**config.mk**
```make
export PLATFORM = sky130hd
export DESIGN_NAME = sync_sram_fifo
export DESIGN_NICKNAME = d
export VERILOG_FILES = /design/src/rtl/sync_sram_fifo_pkg.sv /design/src/rtl/sync_sram_fifo_ram.sv /design/src/rtl/sync_sram_fifo.sv
export SDC_FILE = /design/constraint.sdc
export NUM_CORES = 1
export LEC_CHECK = 0
export CAP_MARGIN = 20
export CORE_UTILIZATION = 55
export DETAILED_ROUTE_END_ITERATION = 6
export PLACE_DENSITY_LB_ADDON = 0.12
export SETUP_SLACK_MARGIN = 0.2
export SYNTH_ARGS = -nofsm -noshare
export SYNTH_HDL_FRONTEND = slang
export SYNTH_HIERARCHICAL = 1
export SYNTH_SLANG_ARGS = --single-unit
```
**constraint.sdc**
```tcl
create_clock -name clk -period 7.6 [get_ports clk]
set_clock_uncertainty 0.15 [all_clocks]
set_input_delay 1.9 -clock clk [delete_from_list [all_inputs] [get_ports clk]]
set_output_delay 1.9 -clock clk [all_outputs]
set_load 0.02 [all_outputs]
```
**src/rtl/sync_sram_fifo_pkg.sv**
```systemverilog
// Shared sizing helpers for the SRAM-backed synchronous FIFO.
// Depth and pointer/count widths are derived from the address width in one place.
package sync_sram_fifo_pkg;

    function automatic int fifo_depth(input int addr_width);
        return 1 << addr_width;
    endfunction

    // One extra bit beyond the address distinguishes full from empty.
    function automatic int ptr_width(input int addr_width);
        return addr_width + 1;
    endfunction

endpackage

```
**src/rtl/sync_sram_fifo_ram.sv**
```systemverilog
// Single-write, single-read SRAM array with a read-first registered read port.
// Storage is never reset; only the output register is cleared.
module sync_ram
    import sync_sram_fifo_pkg::*;
#(
    parameter int DATA_WIDTH = 8,
    parameter int ADDR_WIDTH = 4
) (
    input  logic                  clk,
    input  logic                  reset,
    input  logic                  we,
    input  logic [ADDR_WIDTH-1:0] w_addr,
    input  logic [DATA_WIDTH-1:0] w_data,
    input  logic                  re,
    input  logic [ADDR_WIDTH-1:0] r_addr,
    output logic [DATA_WIDTH-1:0] r_data
);

    localparam int DEPTH = fifo_depth(ADDR_WIDTH);

    logic [DATA_WIDTH-1:0] mem [0:DEPTH-1];

    always_ff @(posedge clk) begin
        if (we) begin
            mem[w_addr] <= w_data;
        end
    end

    // Non-blocking update makes a same-address read return the pre-write word.
    always_ff @(posedge clk) begin
        if (reset) begin
            r_data <= '0;
        end else if (re) begin
            r_data <= mem[r_addr];
        end
    end

endmodule

```
**src/rtl/sync_sram_fifo.sv**
```systemverilog
// Synchronous FIFO over a registered-read SRAM: pointers, occupancy, flags
// and overflow/underflow pulses. Flags decode registered state only.
module sync_sram_fifo
    import sync_sram_fifo_pkg::*;
#(
    parameter int DATA_WIDTH = 8,
    parameter int ADDR_WIDTH = 4,
    parameter int AF_LEVEL   = fifo_depth(ADDR_WIDTH) - 2,
    parameter int AE_LEVEL   = 1
) (
    input  logic                  clk,
    input  logic                  reset,
    input  logic                  wr,
    input  logic [DATA_WIDTH-1:0] w_data,
    input  logic                  rd,
    output logic [DATA_WIDTH-1:0] r_data,
    output logic                  r_valid,
    output logic                  empty,
    output logic                  full,
    output logic                  almost_empty,
    output logic                  almost_full,
    output logic [ADDR_WIDTH:0]   count,
    output logic                  overflow,
    output logic                  underflow
);

    localparam int               PTR_W     = ptr_width(ADDR_WIDTH);
    localparam logic [PTR_W-1:0] PTR_ONE   = PTR_W'(1);
    localparam logic [PTR_W-1:0] AF_THRESH = PTR_W'(AF_LEVEL);
    localparam logic [PTR_W-1:0] AE_THRESH = PTR_W'(AE_LEVEL);

    logic [PTR_W-1:0] w_ptr;
    logic [PTR_W-1:0] r_ptr;
    logic [PTR_W-1:0] count_q;
    logic             do_wr;
    logic             do_rd;

    assign empty = (w_ptr == r_ptr);
    assign full  = (w_ptr[ADDR_WIDTH] != r_ptr[ADDR_WIDTH]) &&
                   (w_ptr[ADDR_WIDTH-1:0] == r_ptr[ADDR_WIDTH-1:0]);

    assign almost_empty = (count_q <= AE_THRESH);
    assign almost_full  = (count_q >= AF_THRESH);
    assign count        = count_q;

    // A pop frees a slot in the same cycle, so a full FIFO still takes a push alongside it.
    assign do_wr = wr & (~full | rd) & ~reset;
    assign do_rd = rd & ~empty & ~reset;

    always_ff @(posedge clk) begin
        if (reset) begin
            w_ptr     <= '0;
            r_ptr     <= '0;
            count_q   <= '0;
            r_valid   <= 1'b0;
            overflow  <= 1'b0;
            underflow <= 1'b0;
        end else begin
            if (do_wr) begin
                w_ptr <= w_ptr + PTR_ONE;
            end
            if (do_rd) begin
                r_ptr <= r_ptr + PTR_ONE;
            end
            case ({do_wr, do_rd})
                2'b10:   count_q <= count_q + PTR_ONE;
                2'b01:   count_q <= count_q - PTR_ONE;
                default: count_q <= count_q;
            endcase
            r_valid   <= do_rd;
            overflow  <= wr & full & ~rd;
            // A pop against an empty FIFO with a concurrent push is not an error.
            underflow <= rd & empty & ~wr;
        end
    end

    always_ff @(posedge clk) begin
        if (!reset) begin
            assert (count_q == PTR_W'(w_ptr - r_ptr));
        end
    end

    sync_ram #(
        .DATA_WIDTH (DATA_WIDTH),
        .ADDR_WIDTH (ADDR_WIDTH)
    ) u_ram (
        .clk    (clk),
        .reset  (reset),
        .we     (do_wr),
        .w_addr (w_ptr[ADDR_WIDTH-1:0]),
        .w_data (w_data),
        .re     (do_rd),
        .r_addr (r_ptr[ADDR_WIDTH-1:0]),
        .r_data (r_data)
    );

endmodule

```
## Word level (Yosys, flattened, before mapping)

Memory sizes are Yosys's and may differ from the RTL's. A register that Yosys moved wholly into a read port is not among the register bits.
Cells that the tools add are included.

- Add/sub/neg operators: 4
- $lt $le $gt $ge: 2
- Eq/ne operators: 5
- Muxes and demuxes: 3
- Bitwise operators: 14
- Reduce and logical (&&, ||, !) cells: 2

Operators with widths:

| operator | count |
|---|---|
| 5-bit by 1-bit adder with 5-bit output, second input constant | 3 |
| 5-bit case mux with 2 select lines | 1 |
| 1-bit AND | 8 |
| 5-bit == test | 1 |
| 5-bit by 4-bit greater-or-equal comparator with 1-bit output, second input constant | 1 |
| 5-bit by 1-bit <= comparator with 1-bit output, second input constant | 1 |
| 1-bit inverter | 5 |
| 5-bit by 1-bit subtractor with 5-bit output, second input constant | 1 |
| 4-bit == test | 1 |
| 2-bit by 1-bit == test with 1-bit output, second input constant | 1 |
| 2-bit == test, second input constant | 1 |
| 1-bit two-way mux | 2 |
| 2-bit nonzero test | 1 |
| 1-bit logical AND | 1 |
| 1-bit inequality test | 1 |
| 1-bit bitwise OR | 1 |

- Flip-flop bits (word level): 18
- RAM bits: 128
- Logic and storage cells: 37
- Memories: 1

Memories:

| memory | depth | bits a word | read ports | clocked after memory_dff | write ports | RTL line | source |
|---|---|---|---|---|---|---|---|
| u_ram.mem | 16 | 8 | 1 | 1 | 1 | sync_sram_fifo_ram.sv:21 | `logic [DATA_WIDTH-1:0] mem [0:DEPTH-1];` |

## Longest topological paths before layout

Gate-level depths: netlist of run 1.

- Depth in word-level cells: 8
- Mapped depth: 9
- Mapped depth without buffers: 9

## Modules after synthesis

The synthesis of run 1 kept the hierarchy.

Modules (own cells, without submodules):

| module | times used | cells each | area an instance (µm²) |
|---|---|---|---|
| sync_ram | 1 | 316 | 5343.9 |
| sync_sram_fifo | 1 | 105 | 968.4 |

## Least setup slack after synthesis of run 1

No wires, ideal clock.

- Path kind: input to register
- From: input rd
- To: memory u_ram.mem[0][0] (enable)
- Library setup time: 0.383 ns
- Arrival: 3.634 ns
- Path slack: 3.432 ns
- Cell stages on the path: 6
- Buffers on the path: 0
- Path through: nor2_1 > a21boi_2 > or2b_1 > inv_1 > or3b_2 > nor3_1

- Longest elaborated chain between the ends: 5

Ends and longest elaborated chain:

| what | RTL line | source |
|---|---|---|
| start, declared | sync_sram_fifo.sv:15 | `input logic rd,` |
| 1-bit bitwise OR | sync_sram_fifo.sv:47 | `assign do_wr = wr & (~full \| rd) & ~reset;` |
| 1-bit AND (2 in a row) | sync_sram_fifo.sv:47 |  |
| via do_wr | sync_sram_fifo.sv:35 | `logic do_wr;` |
| 1-bit two-way mux | sync_sram_fifo_ram.sv:24 | `if (we) begin` |
| 1-bit two-way mux (implied by the code) | sync_sram_fifo_ram.sv:25 | `mem[w_addr] <= w_data;` |
| end, declared | sync_sram_fifo_ram.sv:21 |  |

The timed path passes the listed nets, and every way through them passes these cells.

## Worst setup path after layout of run 1

- From: register w_ptr[0]
- To: output full

- Longest elaborated chain between the ends: 2

Ends and longest elaborated chain:

| what | RTL line | source |
|---|---|---|
| start, declared | sync_sram_fifo.sv:32 | `logic [PTR_W-1:0] w_ptr;` |
| start signal, assigned | sync_sram_fifo.sv:60 | `w_ptr <= w_ptr + PTR_ONE;` |
| 4-bit == test | sync_sram_fifo.sv:40 | `(w_ptr[ADDR_WIDTH-1:0] == r_ptr[ADDR_WIDTH-1:0]);` |
| 1-bit logical AND | sync_sram_fifo.sv:39 | `assign full = (w_ptr[ADDR_WIDTH] != r_ptr[ADDR_WIDTH]) &&` |
| end, declared | sync_sram_fifo.sv:19 | `output logic full,` |

No other way between the ends.

==> results of run 1 <==
[state kept, by name, indices dropped and copies added (netlist names)]
signal,cells
r_valid,1
count,5
u_ram/r_data,8
r_ptr,5
overflow,1
underflow,1
w_ptr,5
u_ram/mem,128
[cell type report]
| type | count | area [um2] |
|---|---|---|
| Clock inverter | 13 | 103 |
| Sequential cell | 154 | 4370 |
| Timing Repair Buffer | 38 | 385 |
| Clock buffer | 19 | 464 |
| Fill cell | 829 | 3740 |
| Inverter | 4 | 15.0 |
| Multi-Input combinational cell | 247 | 1780 |
| Tap cell | 140 | 175 |
[synth_stat cells]
| master | count | area, um2 |
|---|---|---|
| edfxtp_1 | 128 | 3840 |
| mux2i_1 | 67 | 671 |
| nor2_1 | 32 | 120 |
| dfxtp_1 | 26 | 521 |
| nand3_1 | 26 | 130 |
| a22oi_1 | 24 | 180 |
| nand2_1 | 21 | 78.8 |
| a21oi_1 | 16 | 80.1 |
| xnor2_1 | 9 | 78.8 |
| buf_2 | 7 | 35.0 |
| ha_1 | 7 | 87.6 |
| nor2b_1 | 6 | 37.5 |
| xor2_1 | 6 | 52.6 |
| inv_1 | 4 | 15.0 |
| nand3b_1 | 4 | 30.0 |
| nand4_1 | 4 | 25.0 |
| nor3_1 | 4 | 20.0 |
| buf_8 | 3 | 45.0 |
| nand2b_1 | 3 | 18.8 |
| a21boi_2 | 2 | 22.5 |
| buf_12 | 2 | 40.0 |
| buf_6 | 2 | 22.5 |
| nand4b_1 | 2 | 17.5 |
| a211oi_1 | 1 | 7.51 |
| and2_1 | 1 | 6.26 |
| buf_1 | 1 | 3.75 |
| clkbuf_1 | 1 | 3.75 |
| mux2_1 | 1 | 11.3 |
| nor3b_1 | 1 | 7.51 |
| nor3b_2 | 1 | 12.5 |
| nor4_1 | 1 | 6.26 |
| nor4_4 | 1 | 21.3 |
| nor4b_1 | 1 | 8.76 |
| o211ai_1 | 1 | 7.51 |
| o21ai_0 | 1 | 5.00 |
| or2b_1 | 1 | 7.51 |
| or3_1 | 1 | 6.26 |
| or3b_2 | 1 | 8.76 |
| xnor2_2 | 1 | 16.3 |
[power groups by stage]
stage	combinational, mW	sequential (mW)	clock, mW
finish	0.184	0.950	0.796
global route	0.199	0.953	0.849
CTS	0.180	0.950	0.808
detailed placement	0.179	0.969	0
global placement	0.174	0.968	0
floorplan	0.0978	0.975	0
[cell families after synthesis]
| logic type | Yosys count |
|---|---|
| AOI/OAI and AO/OA | 45 |
| and+or+nand+nor | 111 |
| DFF | 154 |
| muxes | 68 |
| xor gates and xnor gates | 16 |
| buffers and inverters | 20 |
| adders and majority gates | 7 |
[worst min-delay path: stages (launching register included)]
cell and delay (ps):
dfxtp_1 330, nand2_1 50, nand3_1 50
[metal layers]
layer  GRT usage [%]  vias up
met5               0        -
met4            8.88        0
met3            6.22       20
met2            35.4      104
met1            30.5     1737
li1                -     1682
[through the flow]
step                      instance area, um2  total power, mW
after floorplan                         6310             1.07
after global placement                  6660             1.14
after detailed placement                6680             1.15
after CTS                               7240             1.94
after global routing                    7290             2.00
final                                   7290             1.93
[worst min path at each step]
| stage | start | end | slack [ps] | cells after the start |
|---|---|---|---|---|
| floorplan | u_ram/r_data[0] | u_ram/r_data[0] | 390 | 2 |
| global placement | u_ram/r_data[7] | u_ram/r_data[7] | 290 | 2 |
| detailed placement | u_ram/r_data[7] | u_ram/r_data[7] | 290 | 2 |
| CTS | u_ram/r_data[7] | u_ram/r_data[7] | 310 | 2 |
| global route | u_ram/r_data[0] | u_ram/r_data[0] | 340 | 2 |
| finish | u_ram/r_data[7] | u_ram/r_data[7] | 300 | 2 |
==> metrics.txt, run 1 <==
adder-cell share of the synthesized area=1.39%; Buf/Inv on CP=1; largest family of logic cells by synthesized area=multiplexers; I/O Buffers=31; Switching Share=24.4%; site row count=38; Global Route Usage Sum=22.8%; Syn Nets=440; Seq/Total Area, Yosys=69.1%; final worst-path cycle share=60.6%; top sig layer=met4; post-route insts no fill=615; largest net degree at the start of global routing=68; drt first-iter violations=292; P_leak=2.34 nW; Comb pwr share=9.5%; WL final=12300 um; layout cell share with drive strength beyond 1=9.68%; CTS tree=yes; Area Overhead vs Synth=15.5%; internal power=1.46 mW; Psw=0.471 mW; Routed met2 length=5830 um; clock buffer depth=2; Reg2Reg Depth=7; relative slew slack=27.2%; Die Span Y=109 um; clock slew at reported path FFs=60 ps; Vias per Instance=5.76; CP max stage cell=clkdlybuf4s50_1; DR DRC count=0; CTS Buf Count=17; Worst-Margin Slew=1080 ps; HPWL Detailed=7760 um; worst setup path end=full; Yosys reg bits=154; cts repair resizes=0; Core Region=11000 um2; worst-skew pair later-pin latency=430 ps; CTS Root Cell=clkbuf_16; Layout Nets=481; run status=complete, no violations; Pwr Density=265 nW/um2; Gate Count Post-Synth=421; hold buffers post-CTS=0; Initial Util=57.2%; setup tns final=0 ps; Post-DRT Antenna Nets=0; die area=11900 um2; initial antenna violation count=0; # H-tree levels=4; via count=3543; post-synthesis compound-gate area fraction=4.80%; Slew Limit Fails=0; pre-CTS setup slack=2380 ps; post-synthesis simple-gate area fraction=8.92%; DR pass1 iterations=5; Flop pwr share=49.2%; WL met1=5530 um; crit path cell chain=xor2_1 -> nor4_4 -> nor2b_1 -> clkdlybuf4s50_1; Critical Path Start=w_ptr[0]; Die W=109 um; crit path max fanout=11; endpoints failing setup=0; reg2reg end=u_ram/mem[1][6]; CP Launch Type=flip-flop; most frequent cells in the layout=edfxtp_1 (128), mux2i_1 (67), nor2_1 (32); Critical Path RT=5550 ps; RSZ-0062 raised after global routing=no; clock power share=41.2%; I/O Pins=32; min-delay worst type=flip-flop to flip-flop; fin util=66.1%; Diodes inserted=0; postcts setup bufs=0; post-synthesis mux area share=10.8%; CP Capture Type=primary output; gp weighted congestion=0.765; first-pass GRT wire length=18900 um; Synth Warn #=6; Fmax achieved=217 MHz; Setup WS post-layout=2990 ps; met3 wire len=681 um; most common cell after layout, fill and taps aside=edfxtp_1; Period minus WS final=4610 ps; max-cap violation count=0; XOR/XNOR Fraction of Synth Area=2.34%; Fin. Hold Viols=0; Worst R2R Setup Slack=4300 ps; placed cells=579; CP Depth=4; Critical Path AT=2560 ps; CP max stage delay=610 ps; Setup Crit Path Kind=flip-flop to primary output; Worst VDD drop=0.147 mV; WL/cell=19.9 um; r2r startpoint=w_ptr[0]; worst hold slack=304 ps; Clock Sinks=154; Top delay family on crit path=simple AND/OR/NAND/NOR gates; global route total overflow=0; Distinct cells, synth=39; vias in the first global route=3417; Avg Inst Size Synth=15.0 um2; mapped cell area=6310 um2
Power figures use the tool's default switching activity.
==> inputs of run 2 (changes only) <==
- CORE_UTILIZATION: 55 -> 54
- clock period: 7.6 -> 3.9 ns (I/O delays scaled with it)
==> run 2 against run 1 <==
Effect of this change:
- setup slack worse by 2600 ps
- final area is 1.8% higher
- clock-buffer cell count is 4 higher
- highest routed layer unchanged
==> metrics.txt, run 2 (synthesized netlist as in run 1, its figures left out) <==
run status=complete, no violations; layout cell share with drive strength beyond 1=12.7% (+3.0 points); vias in the first global route=3565 (+4.3%); worst-skew pair later-pin latency=410 ps (-20 ps); Worst VDD drop=0.294 mV (+99%); drt first-iter violations=285 (-2.4%); setup tns final=0 ps (unchanged); I/O Pins=32 (unchanged); CP Launch Type=flip-flop; DR DRC count=0 (unchanged); Period minus WS final=3480 ps; Largest regs=u_ram/mem: 128 flops, u_ram/r_data: 8 flops; largest net degree at the start of global routing=68 (unchanged); I/O Buffers=31 (unchanged); Die Span Y=110 um (+0.90%); WL final=13000 um (+6.2%); P_leak=2.44 nW (+4.1%); largest register by flop count=u_ram/mem; CP max stage cell=clkdlybuf4s50_1; CP Depth=4 (unchanged); CP Capture Type=primary output; # fillers=851 (+2.7%); CTS Root Cell=clkbuf_16; most frequent cells in the layout=edfxtp_1 (128), mux2i_1 (67), nor2_1 (32); final worst-path cycle share=89.3%; Slew Limit Fails=0 (unchanged); Critical Path AT=2360 ps (-200 ps); Pwr Density=506 nW/um2 (+91%); CTS tree=yes; Post-DRT Antenna Nets=0 (unchanged); Core Region=11400 um2 (+3.5%); DR pass1 iterations=5 (unchanged); most common cell after layout, fill and taps aside=edfxtp_1; RSZ-0062 raised after global routing=no; Area Overhead vs Synth=17.6%; Critical Path RT=2770 ps (-2780 ps); Top delay family on crit path=simple AND/OR/NAND/NOR gates; endpoints failing setup=0 (unchanged); hold buffers post-CTS=0 (unchanged); Fmax achieved=287 MHz; Critical Path Start=w_ptr[3]; initial antenna violation count=0 (unchanged); CP max stage delay=610 ps (about the same); Diodes inserted=0 (unchanged); relative slew slack=45.1% (+18 points); Setup Crit Path Kind=flip-flop to primary output; Fin. Hold Viols=0 (unchanged); Reg2Reg Depth=9 (+2); Initial Util=55.3% (-1.9 points); Die W=110 um (+0.90%); site row count=39 (+2.6%); crit path cell chain=xor2_1 -> nor4_4 -> nor2b_1 -> clkdlybuf4s50_1; die area=12100 um2 (+1.8%); crit path max fanout=8 (-3); gp weighted congestion=0.758 (-0.97%); hold path start=u_ram/r_data[6]; r2r startpoint=w_ptr[0]; Largest register FFs=128 (unchanged); Worst-Margin Slew=820 ps (-264 ps); Hold Path Cell Cnt=2 (unchanged); worst hold slack=309 ps (+5.56 ps); via count=3641 (+2.8%); WL/cell=20.4 um (+2.3%); global route total overflow=0 (unchanged); HPWL Detailed=7850 um (+1.1%); Vias per Instance=5.71 (-0.94%); clock buffer depth=2 (unchanged); Clock Sinks=154 (unchanged); Layout Nets=501 (+4.2%); max-cap violation count=0 (unchanged); Global Route Usage Sum=23.1% (+0.35 points); clock slew at reported path FFs=60 ps (about the same); min-delay worst type=flip-flop to flip-flop; first-pass GRT wire length=19800 um (+4.8%); Buf/Inv on CP=1 (unchanged); # H-tree levels=4 (unchanged); CTS Buf Count=17 (unchanged)
-- run 2: changes by cell type in the layout (fill, tap and decap cells not counted), sizes merged --
| cell | change |
|---|---|
| inv | -4 |
| clkbuf | +4 |
| buf | +20 |
-- run 2: tightest hold or removal path, delay by kind of cell, from the launching register on --
| kind | cells | cell delay, ps |
|---|---|---|
| DFF | 1 | 320 |
| and+or+nand+nor | 2 | 100 |
-- run 2: path summary, 6_finish.rpt --
path / end / slack (ps)
setup / recovery: full / 420
hold / removal: u_ram/r_data[6] / 310
setup reg to reg: u_ram/mem[0][4] / 850
hold reg to reg: u_ram/r_data[6] / 310
-- run 2: layout make-up --
cell class	instances	area (um2)	area share, %
Clock buffer	23	490	6.61
Multi-Input combinational cell	247	1780	24.0
Tap cell	143	179	2.41
Sequential cell	154	4370	58.8
Timing Repair Buffer	58	533	7.18
Inverter	4	15.0	0.202
Clock inverter	9	55.1	0.741
-- run 2: repair_timing --
| action | CTS | global route |
|---|---|---|
| gates resized for setup | 0 | 1 |
| setup buffers | 0 | 4 |
| endpoints found under the setup margin | 0 | 2 |
-- run 2: metrics by stage --
step	power [mW]	instances	util, %	setup WS (ps)	instance area (um2)
finish	3.76	638	65.0	416	7420
global route	3.88	638	65.0	220	7420
CTS	3.74	633	64.5	220	7370
detailed placement	2.25	601	59.7	286	6820
global placement	2.24	601	59.7	331	6820
floorplan	2.09	421	-	657	6310
-- run 2: where the power goes --
part	switching (mW)	internal, mW	leakage, nW
Sequential	0.0363	1.81	1.37
Combinational	0.227	0.168	0.794
Clock	0.621	0.890	0.277
-- run 2: per-layer routing --
layer / vias to the layer above / routed length [um] / part of all wire (%) / global-route usage, %
li1: 1721 / - / - / -
met3: 18 / 437 / 3.4 / 4.59
met2: 82 / 6260 / 48 / 36.3
met4: 0 / 299 / 2.3 / 9.96
met5: - / 0 / 0 / 0
met1: 1820 / 6020 / 46 / 31.6
==> inputs of run 3 (changes only) <==
- RECOVER_POWER: unset -> 25
==> run 3 against run 2 <==
Effect of this change:
- via count stayed put
- setup slack better by 0.75 ps
- cell count stayed put
- critical path depth stayed put
- clock-buffer cell count stayed put
- register-to-register slack hardly changed
- largest power group unchanged
- combinational power hardly changed
- die area stayed put
- final area stayed put
- global-route usage stayed put
==> metrics.txt, run 3 (synthesized netlist as in run 1, its figures left out) <==
Critical Path Start=w_ptr[3]; most common cell after layout, fill and taps aside=edfxtp_1; CTS Buf Count=17 (unchanged); Core Region=11400 um2 (unchanged); global route total overflow=0 (unchanged); Area Overhead vs Synth=17.6% (unchanged); final worst-path cycle share=89.3% (about the same); drt first-iter violations=285 (unchanged); I/O Buffers=31 (unchanged); min-delay worst type=flip-flop to flip-flop; vias in the first global route=3565 (unchanged); Slew Limit Fails=0 (unchanged); # H-tree levels=4 (unchanged); Post-DRT Antenna Nets=0 (unchanged); DR pass1 iterations=5 (unchanged); first-pass GRT wire length=19800 um (unchanged); Die W=110 um (unchanged); Pwr Density=506 nW/um2 (about the same); Fmax achieved=287 MHz (about the same); worst-skew pair later-pin latency=410 ps (about the same); Vias per Instance=5.71 (unchanged); Worst VDD drop=0.294 mV (about the same); Psw=0.885 mW (+0.16%); max-cap violation count=0 (unchanged); area of the multi-input gates=1780 um2 (unchanged); post-route insts no fill=638 (unchanged); via count=3641 (unchanged); hold path start=u_ram/r_data[6]; placed cells=601 (unchanged); Flop pwr share=49.3% (about the same); CP Capture Type=primary output; layout cell share with drive strength beyond 1=12.7% (unchanged); Fin. Hold Viols=0 (unchanged); r2r startpoint=w_ptr[0]; Switching Share=23.6% (+0.041 points); WL/cell=20.4 um (about the same); Period minus WS final=3480 ps (-0.753 ps); run status=complete, no violations; Setup Crit Path Kind=flip-flop to primary output; I/O Pins=32 (unchanged); reg2reg end=u_ram/mem[0][4]; Global Route Usage Sum=23.1% (unchanged); Cell Area, Placed=6820 um2 (unchanged); hold buffers post-CTS=0 (unchanged); gp weighted congestion=0.758 (unchanged); Layout Nets=501 (unchanged); site row count=39 (unchanged); largest net degree at the start of global routing=68 (unchanged); relative slew slack=44.8% (-0.28 points); crit path max fanout=8 (unchanged); Sequential cell area=4370 um2 (unchanged); Reg2Reg Depth=9 (unchanged); internal power=2.87 mW (about the same); CTS Root Cell=clkbuf_16; WL final=13000 um (about the same); Worst-Margin Slew=824 ps (+4.20 ps); RSZ-0062 raised after global routing=no; CTS tree=yes; Diodes inserted=0 (unchanged); P_leak=2.44 nW (about the same); largest register by flop count=u_ram/mem; clock slew at reported path FFs=60 ps (about the same); Worst R2R Setup Slack=850 ps (about the same); die area=12100 um2 (unchanged); Comb pwr share=10.5% (about the same); Die Span Y=110 um (unchanged); Initial Util=55.3% (unchanged); initial antenna violation count=0 (unchanged); CP Launch Type=flip-flop; Critical Path RT=2770 ps (about the same); Largest regs=u_ram/mem: 128 flops, u_ram/r_data: 8 flops; setup tns final=0 ps (unchanged); most frequent cells in the layout=edfxtp_1 (128), mux2i_1 (67), nor2_1 (32); # fillers=851 (unchanged); HPWL Detailed=7850 um (unchanged); Largest register FFs=128 (unchanged); clock buffer depth=2 (unchanged); Critical Path AT=2360 ps (about the same); Clock Sinks=154 (unchanged); WHS Endpoint=u_ram/r_data[6]; Final Instance Area=7420 um2 (unchanged); Hold Path Cell Cnt=2 (unchanged); DR DRC count=0 (unchanged); endpoints failing setup=0 (unchanged); clock power share=40.3% (about the same)
==> run 3: power by group through the flow <==
stage	Clock (mW)	Sequential (mW)	Combinational, mW
after global placement	0	1.88	0.353
final	1.51	1.85	0.393
after global routing	1.60	1.86	0.424
after CTS	1.53	1.85	0.366
after floorplan	0	1.90	0.191
after detailed placement	0	1.89	0.361
==> run 3: layout make-up <==
class,count,area share (%)
well taps,143,2.41
repair buffers,58,7.18
clock inverters,9,0.741
flip-flops and latches,154,58.8
inverters,4,0.202
multi-input cells,247,24.0
clock buffers,23,6.61
==> run 3: worst max-delay path by stage <==
stage,cells past startpoint,slack [ps],endpoint
3_3_place_gp,8,330,u_ram/mem[0][6]
2_1_floorplan,6,660,u_ram/mem[0][0]
5_1_grt,5,220,empty
4_1_cts,5,220,empty
6_report,4,420,full
3_5_place_dp,8,290,u_ram/mem[0][3]
==> run 3: per-stage QoR <==
step | hold slack (ps) | setup slack [ps] | utilization (%) | power (mW)
after floorplan | 385 | 657 | - | 2.09
after global placement | 290 | 331 | 59.7 | 2.24
after detailed placement | 300 | 286 | 59.7 | 2.25
after CTS | 313 | 220 | 64.5 | 3.74
after global routing | 348 | 223 | 65.0 | 3.88
final | 309 | 417 | 65.0 | 3.76
==> run 3: critical path: stages (launching register included) <==
cell and delay [ps]:
dfxtp_1 480, xor2_1 150, nor4_4 520, nor2b_1 190, clkdlybuf4s50_1 610
==> run 3: repair_timing <==
| item | 4_1_cts | 5_1_grt |
|---|---|---|
| setup buffers | 0 | 4 |
| gates resized for setup | 0 | 1 |
| setup endpoints to repair | 0 | 2 |
==> run 3: layer usage <==
metal  part of all wire [%]  wire length (um)  global-route usage (%)
met4                    2.3               299                    9.96
met2                     48              6290                    36.3
met1                     46              5960                    31.6
met3                    3.6               472                    4.59
met5                      0                 0                       0
